**src/rtl/hwpe_ctrl_vfpu_package.sv**
```systemverilog
// Shared width constants for the vector FPU datapath.
//   FP_EXP_WIDTH          packed exponent width
//   FP_MANT_WIDTH         packed fraction width
//   FP_EXP_PRENORM_WIDTH  signed pre-normalization exponent width
//   FP_MANT_PRENORM_WIDTH pre-normalization mantissa width
package hwpe_ctrl_vfpu_package;

  localparam int unsigned FP_EXP_WIDTH          = 8;
  localparam int unsigned FP_MANT_WIDTH         = 23;
  localparam int unsigned FP_EXP_PRENORM_WIDTH  = 10;
  localparam int unsigned FP_MANT_PRENORM_WIDTH = 48;

endpackage

```
**src/rtl/vfpu_norm.sv**
```systemverilog
// vfpu_norm: normalizes and rounds (nearest, ties to even) the raw adder
// result into an IEEE-754 single, one operand in flight at a time.
//
// Ports:
//   clk_i, rst_i        clock, synchronous active-high reset
//   valid_i / ready_o   operand handshake (ready_o only in IDLE)
//   signPreNorm_i       result sign
//   exponentPreNorm_i   signed biased exponent
//   mantissaPreNorm_i   [47] carry, [46] implied one, [45:23] fraction,
//                       [22] guard, [21] round, [20] sticky, [19:0] zero
//   valid_o / ready_i   result handshake (valid_o only in OUT)
//   result_o            packed single
//   overflow_o          saturated to infinity
//   underflow_o         flushed to zero
//   inexact_o           guard/round/sticky nonzero after normalization
//
// Build option:
//   VFPU_NORM_LZC_EN  defined: leading-zero count + barrel shift, NORM is
//                     one cycle. Undefined: NORM shifts left one bit per
//                     cycle. Results are identical in both builds.
module vfpu_norm
  import hwpe_ctrl_vfpu_package::*;
(
  input  logic                                    clk_i,
  input  logic                                    rst_i,
  input  logic                                    valid_i,
  output logic                                    ready_o,
  input  logic                                    signPreNorm_i,
  input  logic signed [FP_EXP_PRENORM_WIDTH-1:0]  exponentPreNorm_i,
  input  logic        [FP_MANT_PRENORM_WIDTH-1:0] mantissaPreNorm_i,
  output logic                                    valid_o,
  input  logic                                    ready_i,
  output logic        [31:0]                      result_o,
  output logic                                    overflow_o,
  output logic                                    underflow_o,
  output logic                                    inexact_o
);

  localparam int unsigned MW       = FP_MANT_PRENORM_WIDTH;
  // Two guard bits so right-shift increments and large left shifts never wrap.
  localparam int unsigned EW       = FP_EXP_PRENORM_WIDTH + 2;
  localparam int unsigned CW       = 6;
  localparam int unsigned BIT_CRY  = MW - 1;
  localparam int unsigned BIT_ONE  = MW - 2;
  localparam int unsigned BIT_LSB  = BIT_ONE - FP_MANT_WIDTH;
  localparam int unsigned BIT_G    = BIT_LSB - 1;
  localparam int unsigned BIT_R    = BIT_LSB - 2;
  localparam int unsigned BIT_STKY = BIT_LSB - 3;
  localparam int          EXP_INF  = 255;

  typedef enum logic [1:0] {IDLE, NORM, ROUND, OUT} normState;

  normState                state;
  logic                    signReg;
  logic signed [EW-1:0]    expReg;
  logic        [MW-1:0]    mantReg;
  logic        [CW-1:0]    shiftCnt;
  logic                    zeroFlag;

  // Rounding and range handling, evaluated from the normalized registers.
  logic signed [EW-1:0]            expNorm;
  logic signed [EW-1:0]            expRound;
  logic                            guardBit;
  logic                            roundBit;
  logic                            stickyBit;
  logic                            roundInc;
  logic [FP_MANT_WIDTH:0]          fracSum;
  logic [FP_MANT_WIDTH-1:0]        fracRound;
  logic [31:0]                     resultC;
  logic                            overflowC;
  logic                            underflowC;
  logic                            inexactC;

  always_comb begin
    expNorm    = expReg - EW'(shiftCnt);
    guardBit   = mantReg[BIT_G];
    roundBit   = mantReg[BIT_R];
    // Everything below the round bit folds into sticky, including any bit
    // dragged down by the right shift.
    stickyBit  = |mantReg[BIT_STKY:0];
    roundInc   = guardBit & (roundBit | stickyBit | mantReg[BIT_LSB]);
    fracSum    = {1'b0, mantReg[BIT_ONE-1:BIT_LSB]} + (FP_MANT_WIDTH+1)'(roundInc);
    // Fraction carry-out: significand became 2.0, so bump exponent, clear fraction.
    expRound   = expNorm + EW'(fracSum[FP_MANT_WIDTH]);
    fracRound  = fracSum[FP_MANT_WIDTH] ? '0 : fracSum[FP_MANT_WIDTH-1:0];
    resultC    = '0;
    overflowC  = 1'b0;
    underflowC = 1'b0;
    inexactC   = 1'b0;
    if (!zeroFlag) begin
      inexactC = guardBit | roundBit | stickyBit;
      if (int'(expRound) >= EXP_INF) begin
        resultC   = {signReg, {FP_EXP_WIDTH{1'b1}}, {FP_MANT_WIDTH{1'b0}}};
        overflowC = 1'b1;
      end else if (int'(expRound) <= 0) begin
        resultC    = {signReg, {(FP_EXP_WIDTH + FP_MANT_WIDTH){1'b0}}};
        underflowC = 1'b1;
      end else begin
        resultC = {signReg, expRound[FP_EXP_WIDTH-1:0], fracRound};
      end
    end
  end

`ifdef VFPU_NORM_LZC_EN
  // Distance from the leading one (below bit 46) up to bit 46.
  logic [CW-1:0] lzcCount;

  always_comb begin
    lzcCount = '0;
    for (int i = 0; i < int'(BIT_ONE); i++) begin
      if (mantReg[i]) lzcCount = CW'(int'(BIT_ONE) - i);
    end
  end
`endif

  // Control FSM and datapath registers.
  always_ff @(posedge clk_i) begin
    if (rst_i) begin
      state       <= IDLE;
      signReg     <= 1'b0;
      expReg      <= '0;
      mantReg     <= '0;
      shiftCnt    <= '0;
      zeroFlag    <= 1'b0;
      ready_o     <= 1'b1;
      valid_o     <= 1'b0;
      result_o    <= '0;
      overflow_o  <= 1'b0;
      underflow_o <= 1'b0;
      inexact_o   <= 1'b0;
    end else begin
      case (state)
        IDLE: begin
          if (valid_i) begin
            signReg  <= signPreNorm_i;
            expReg   <= {{(EW - FP_EXP_PRENORM_WIDTH){exponentPreNorm_i[FP_EXP_PRENORM_WIDTH-1]}},
                         exponentPreNorm_i};
            mantReg  <= mantissaPreNorm_i;
            shiftCnt <= '0;
            zeroFlag <= 1'b0;
            ready_o  <= 1'b0;
            state    <= NORM;
          end
        end

        NORM: begin
          if (mantReg == '0) begin
            zeroFlag <= 1'b1;
            state    <= ROUND;
          end else if (mantReg[BIT_CRY]) begin
            // Keep the bit shifted out of position 0 alive as sticky.
            mantReg <= {1'b0, mantReg[MW-1:2], mantReg[1] | mantReg[0]};
            expReg  <= expReg + EW'(1);
            state   <= ROUND;
          end else if (mantReg[BIT_ONE]) begin
            state <= ROUND;
          end else begin
`ifdef VFPU_NORM_LZC_EN
            mantReg  <= mantReg << lzcCount;
            shiftCnt <= lzcCount;
            state    <= ROUND;
`else
            // One bit per cycle; leave once this shift lands the leading one.
            mantReg  <= {mantReg[MW-2:0], 1'b0};
            shiftCnt <= shiftCnt + CW'(1);
            if (mantReg[BIT_ONE-1]) state <= ROUND;
`endif
          end
        end

        ROUND: begin
          result_o    <= resultC;
          overflow_o  <= overflowC;
          underflow_o <= underflowC;
          inexact_o   <= inexactC;
          valid_o     <= 1'b1;
          state       <= OUT;
        end

        OUT: begin
          if (ready_i) begin
            valid_o     <= 1'b0;
            overflow_o  <= 1'b0;
            underflow_o <= 1'b0;
            inexact_o   <= 1'b0;
            ready_o     <= 1'b1;
            state       <= IDLE;
          end
        end

        default: state <= IDLE;
      endcase
    end
  end

endmodule

```
**config.mk**
```make
export PLATFORM = sky130hd
export DESIGN_NAME = vfpu_norm
export DESIGN_NICKNAME = d
export VERILOG_FILES = /design/src/rtl/hwpe_ctrl_vfpu_package.sv /design/src/rtl/vfpu_norm.sv
export SDC_FILE = /design/constraint.sdc
export NUM_CORES = 1
export LEC_CHECK = 0
export BUFFER_PORTS_ARGS = -buffer_cell sky130_fd_sc_hd__buf_4
export CAP_MARGIN = 10
export CORE_ASPECT_RATIO = 0.7
export CORE_UTILIZATION = 45
export CTS_BUF_LIST = sky130_fd_sc_hd__clkbuf_8
export DETAILED_ROUTE_END_ITERATION = 8
export GPL_ROUTABILITY_DRIVEN = 0
export PLACE_DENSITY = 0.71
export SLEW_MARGIN = 40
export SYNTH_ARGS = -nofsm -noshare
export SYNTH_HDL_FRONTEND = slang
export SYNTH_SLANG_ARGS = --single-unit
```
**constraint.sdc**
```tcl
create_clock -name clk_i -period 6.05 [get_ports clk_i]
set_input_delay 0 -clock clk_i [delete_from_list [all_inputs] [get_ports clk_i]]
set_output_delay 0 -clock clk_i [all_outputs]
set_load 0.005 [all_outputs]
```
==> results.sh <==
export IMPL_outcome="finished, final reports clean"
export IMPL_synth_nets=954
export IMPL_min_delay_start="mantissaPreNorm_i[21]"
export IMPL_finalCritPeriodShare_pct=81.9
export IMPL_min_delay_path_depth=4
export IMPL_ys_warnings_count=0
export IMPL_seq_power_share_pct=30.6
export IMPL_fp_dieW_microns=152
export IMPL_seqCellArea_sq_um=2140
export IMPL_wl_per_cell_microns=16.3
export IMPL_diodes=0
export IMPL_critPathMaxFanout=23
export IMPL_synth_edff_count=0
export IMPL_max_stage_delay_ns=0.75
export IMPL_routed_wl_microns=18600
export IMPL_p_sw_mw=1.94
export IMPL_critPathTopFamily="simple AND/OR/NAND/NOR gates"
export IMPL_cp_end_kind="flip-flop"
export IMPL_fmax_mhz=202
export IMPL_ys_seq_elements=107
export IMPL_nFillCells=1410
export IMPL_slowest_stage="or3b_2"
export IMPL_hold_end="mantReg[21]$_SDFFE_PP0P_"
export IMPL_cts_sinks=107
export IMPL_ir_drop_v=0.000296
export IMPL_worstPathArrival_ns=5.23
export IMPL_cellInternalPower_mw=2.07
export IMPL_finalSetupTns_ns=0
export IMPL_cts_buffers=9
export IMPL_cts_tree="built"
export IMPL_ys_flop_type="dfxtp_1"
export IMPL_synth_area_leader_cell="dfxtp_1"
export IMPL_startpoint="mantReg[22]$_SDFFE_PP0P_"
export IMPL_hold_violations=0
export IMPL_grt_pass1_vias=5825
export IMPL_synthTopCellsByCount="dfxtp_1, nor2_1, clkbuf_1, nand2b_1, a21oi_1"
export IMPL_leakagePower_nw=3.40
export IMPL_post_route_drc_count=0
export IMPL_grt_max_degree=89
export IMPL_io_pins=100
export IMPL_switching_share_pct=48.3
export IMPL_die_area_sq_um=16200
export IMPL_synth_area_leaders="dfxtp_1, mux2i_1, ha_1"
export IMPL_clkSlewWorstSetupHoldPaths_ns=0.11
export IMPL_rr_startpoint="mantReg[22]$_SDFFE_PP0P_"
export IMPL_rows=37
export IMPL_die_h_microns=107
export IMPL_r2r_end="result_o[18]$_SDFFE_PP0P_"
export IMPL_start_util_pct=47.0
export IMPL_nNetsFinal=1034
export IMPL_synth_cells=862
export IMPL_worstSetupPathType="reg -> reg"
export IMPL_clk_latency_ns=0.38
export IMPL_drtAntennaViolNets=0
export IMPL_fin_crit_ns=4.95
export IMPL_rr_worst_depth=14
export IMPL_synth_area_sq_um=7040
export IMPL_syn_to_final_growth_pct=18.6
export IMPL_path_cells="and4_1 -> nand4_1 -> nor4_2 -> buf_4 -> inv_1 -> ha_1 -> inv_1 -> ha_1 -> a211o_1 -> a211o_1 -> and4_4 -> or4b_4 -> or3b_2 -> o41ai_1"
export IMPL_via_count=6664
export IMPL_grtUsageTotal_pct=23.3
export IMPL_powerDensity_nw_per_um2=480
export IMPL_core_area_sq_um=15000
export IMPL_dpl_cell_area_sq_um=7860
export IMPL_slew_violations=0
export IMPL_synth_cell_type_count=65
export IMPL_slew_headroom_pct=46.3
export IMPL_syn_mean_instance_area_sq_um=8.17
export IMPL_grt_first_pass_wirelength_microns=30300
export IMPL_hold_class="in -> reg"
export IMPL_cp_start_kind="flip-flop"
export IMPL_cp_num_buf_inv=3
export IMPL_htreeDepth=3
export IMPL_clkPwrFrac_pct=11.7
export IMPL_numPortBuffers=99
export IMPL_netlist_area_leader_share_pct=30.4
export IMPL_fin_area_sq_um=8350
export IMPL_ys_async_sr_fraction_pct=0
export IMPL_drt_iter0_markers=674
export IMPL_firstDrtPassIters=5
export IMPL_power_frac_comb_pct=57.6
export IMPL_synthMostInstantiatedCell="dfxtp_1"
export IMPL_hpwl_microns=13000
export IMPL_vias_per_cell=5.84
export IMPL_antenna_found_initial=0
export IMPL_finalSetupViolCount=0
export IMPL_cts_buffer_depth=2
export IMPL_globalRouteOverflowTotal=0
export IMPL_yosysSeqAreaShare_pct=30.4
export IMPL_crit_required_ns=6.33
export IMPL_whs_ns=0.00446
export IMPL_tightest_slew_ns=0.806
export IMPL_drive_above_1_share_pct=15.8
export IMPL_r2r_slack_ns=1.10
export IMPL_finClkSkew_ns=0.0136
export IMPL_root_buffer="clkbuf_8"
export IMPL_maxCapViolCount=0
export IMPL_rsz0062_at_grt="no"
export IMPL_multiInputGateArea_sq_um=4570
==> kinds of logic after synthesis <==
kind of cell             after synthesis  synth area share (%)
adder cells (fa/ha/maj)               29                  5.26
XOR/XNOR                              23                  2.86
AO/OA/AOI/OAI                        216                  23.0
buffers and inverters                 91                  5.17
multiplexers                          50                  7.12
flip-flops                           107                  30.4
AND/OR/NAND/NOR                      346                  26.2
==> timing repair <==
action | 4_1_cts | 5_1_grt
endpoints found under the hold margin | 28 | 0
endpoints found under the setup margin | 0 | 0
hold buffers | 28 | 0
resized for setup | 0 | 0
setup buffers | 0 | 0
==> state kept, by name, indices dropped and copies added (netlist names) <==
name and count:
expReg 12, inexact_o 1, mantReg 48, overflow_o 1, ready_o 1, result_o 32, shiftCnt 6, signReg 1
state 2, underflow_o 1, valid_o 1, zeroFlag 1
==> tightest hold or removal path, delay by kind of cell <==
kind                   cells  cell delay (ns)
and+or+nand+nor            2             0.19
muxes                      1             0.05
buffers and inverters      1             0.11
==> power by group through the flow <==
stage	Sequential, mW	Combinational (mW)	Clock [mW]
after global placement	1.23	2.25	0
after CTS	1.22	2.28	0.480
after floorplan	1.11	1.76	0
after detailed placement	1.24	2.25	0
after global routing	1.27	2.56	0.515
final	1.23	2.31	0.471
==> cells in the final DEF, fill, tap and decap left out, types with 23 or more instances in the layout <==
master	synthesis	layout
a221oi_1	29	29
nor2_1	86	84
buf_4	0	107
nand2b_1	52	52
dlygate4sd3_1	0	28
a21oi_1	51	50
dfxtp_1	107	106
nand2_1	50	50
o21ai_0	26	25
ha_1	28	27
inv_1	23	23
or3_1	33	33
mux2i_1	49	49
==> layout make-up <==
| cell class | instances | share of cell area [%] |
|---|---|---|
| Multi-Input combinational cell | 664 | 54.7 |
| Sequential cell | 107 | 25.7 |
| Timing Repair Buffer | 136 | 13.1 |
| Tap cell | 195 | 2.92 |
| Clock buffer | 10 | 1.65 |
| Inverter | 24 | 1.08 |
| Clock inverter | 6 | 0.869 |
==> layer usage <==
metal | part of all wire [%] | track usage (%) | vias to the layer above | wire [microns]
met1 | 53 | 38.2 | 3061 | 9780
met3 | 7.9 | 4.89 | 13 | 1460
li1 | - | - | 3351 | -
met2 | 39 | 30.4 | 239 | 7210
met5 | 0 | 0 | - | 0
met4 | 0.69 | 3.75 | 0 | 129
==> worst max-delay path by stage <==
stage	endpoint	cells after the start
3_3_place_gp	result_o[18]$_SDFFE_PP0P_	14
5_1_grt	result_o[16]$_SDFFE_PP0P_	15
6_report	result_o[18]$_SDFFE_PP0P_	14
2_1_floorplan	result_o[10]$_SDFFE_PP0P_	17
3_5_place_dp	result_o[16]$_SDFFE_PP0P_	14
4_1_cts	result_o[16]$_SDFFE_PP0P_	14
==> metrics by stage <==
stage                     setup slack [ns]  utilization (%)  power (mW)  instances
final                                 1.10             55.7        4.01       1142
after floorplan                       1.20                -        2.88        862
after global placement                1.25             52.3        3.48       1098
after global routing                 0.710             55.7        4.35       1142
after detailed placement              1.15             52.4        3.49       1098
after CTS                             1.11             55.6        3.98       1142
(Power assumes the default switching activity.)
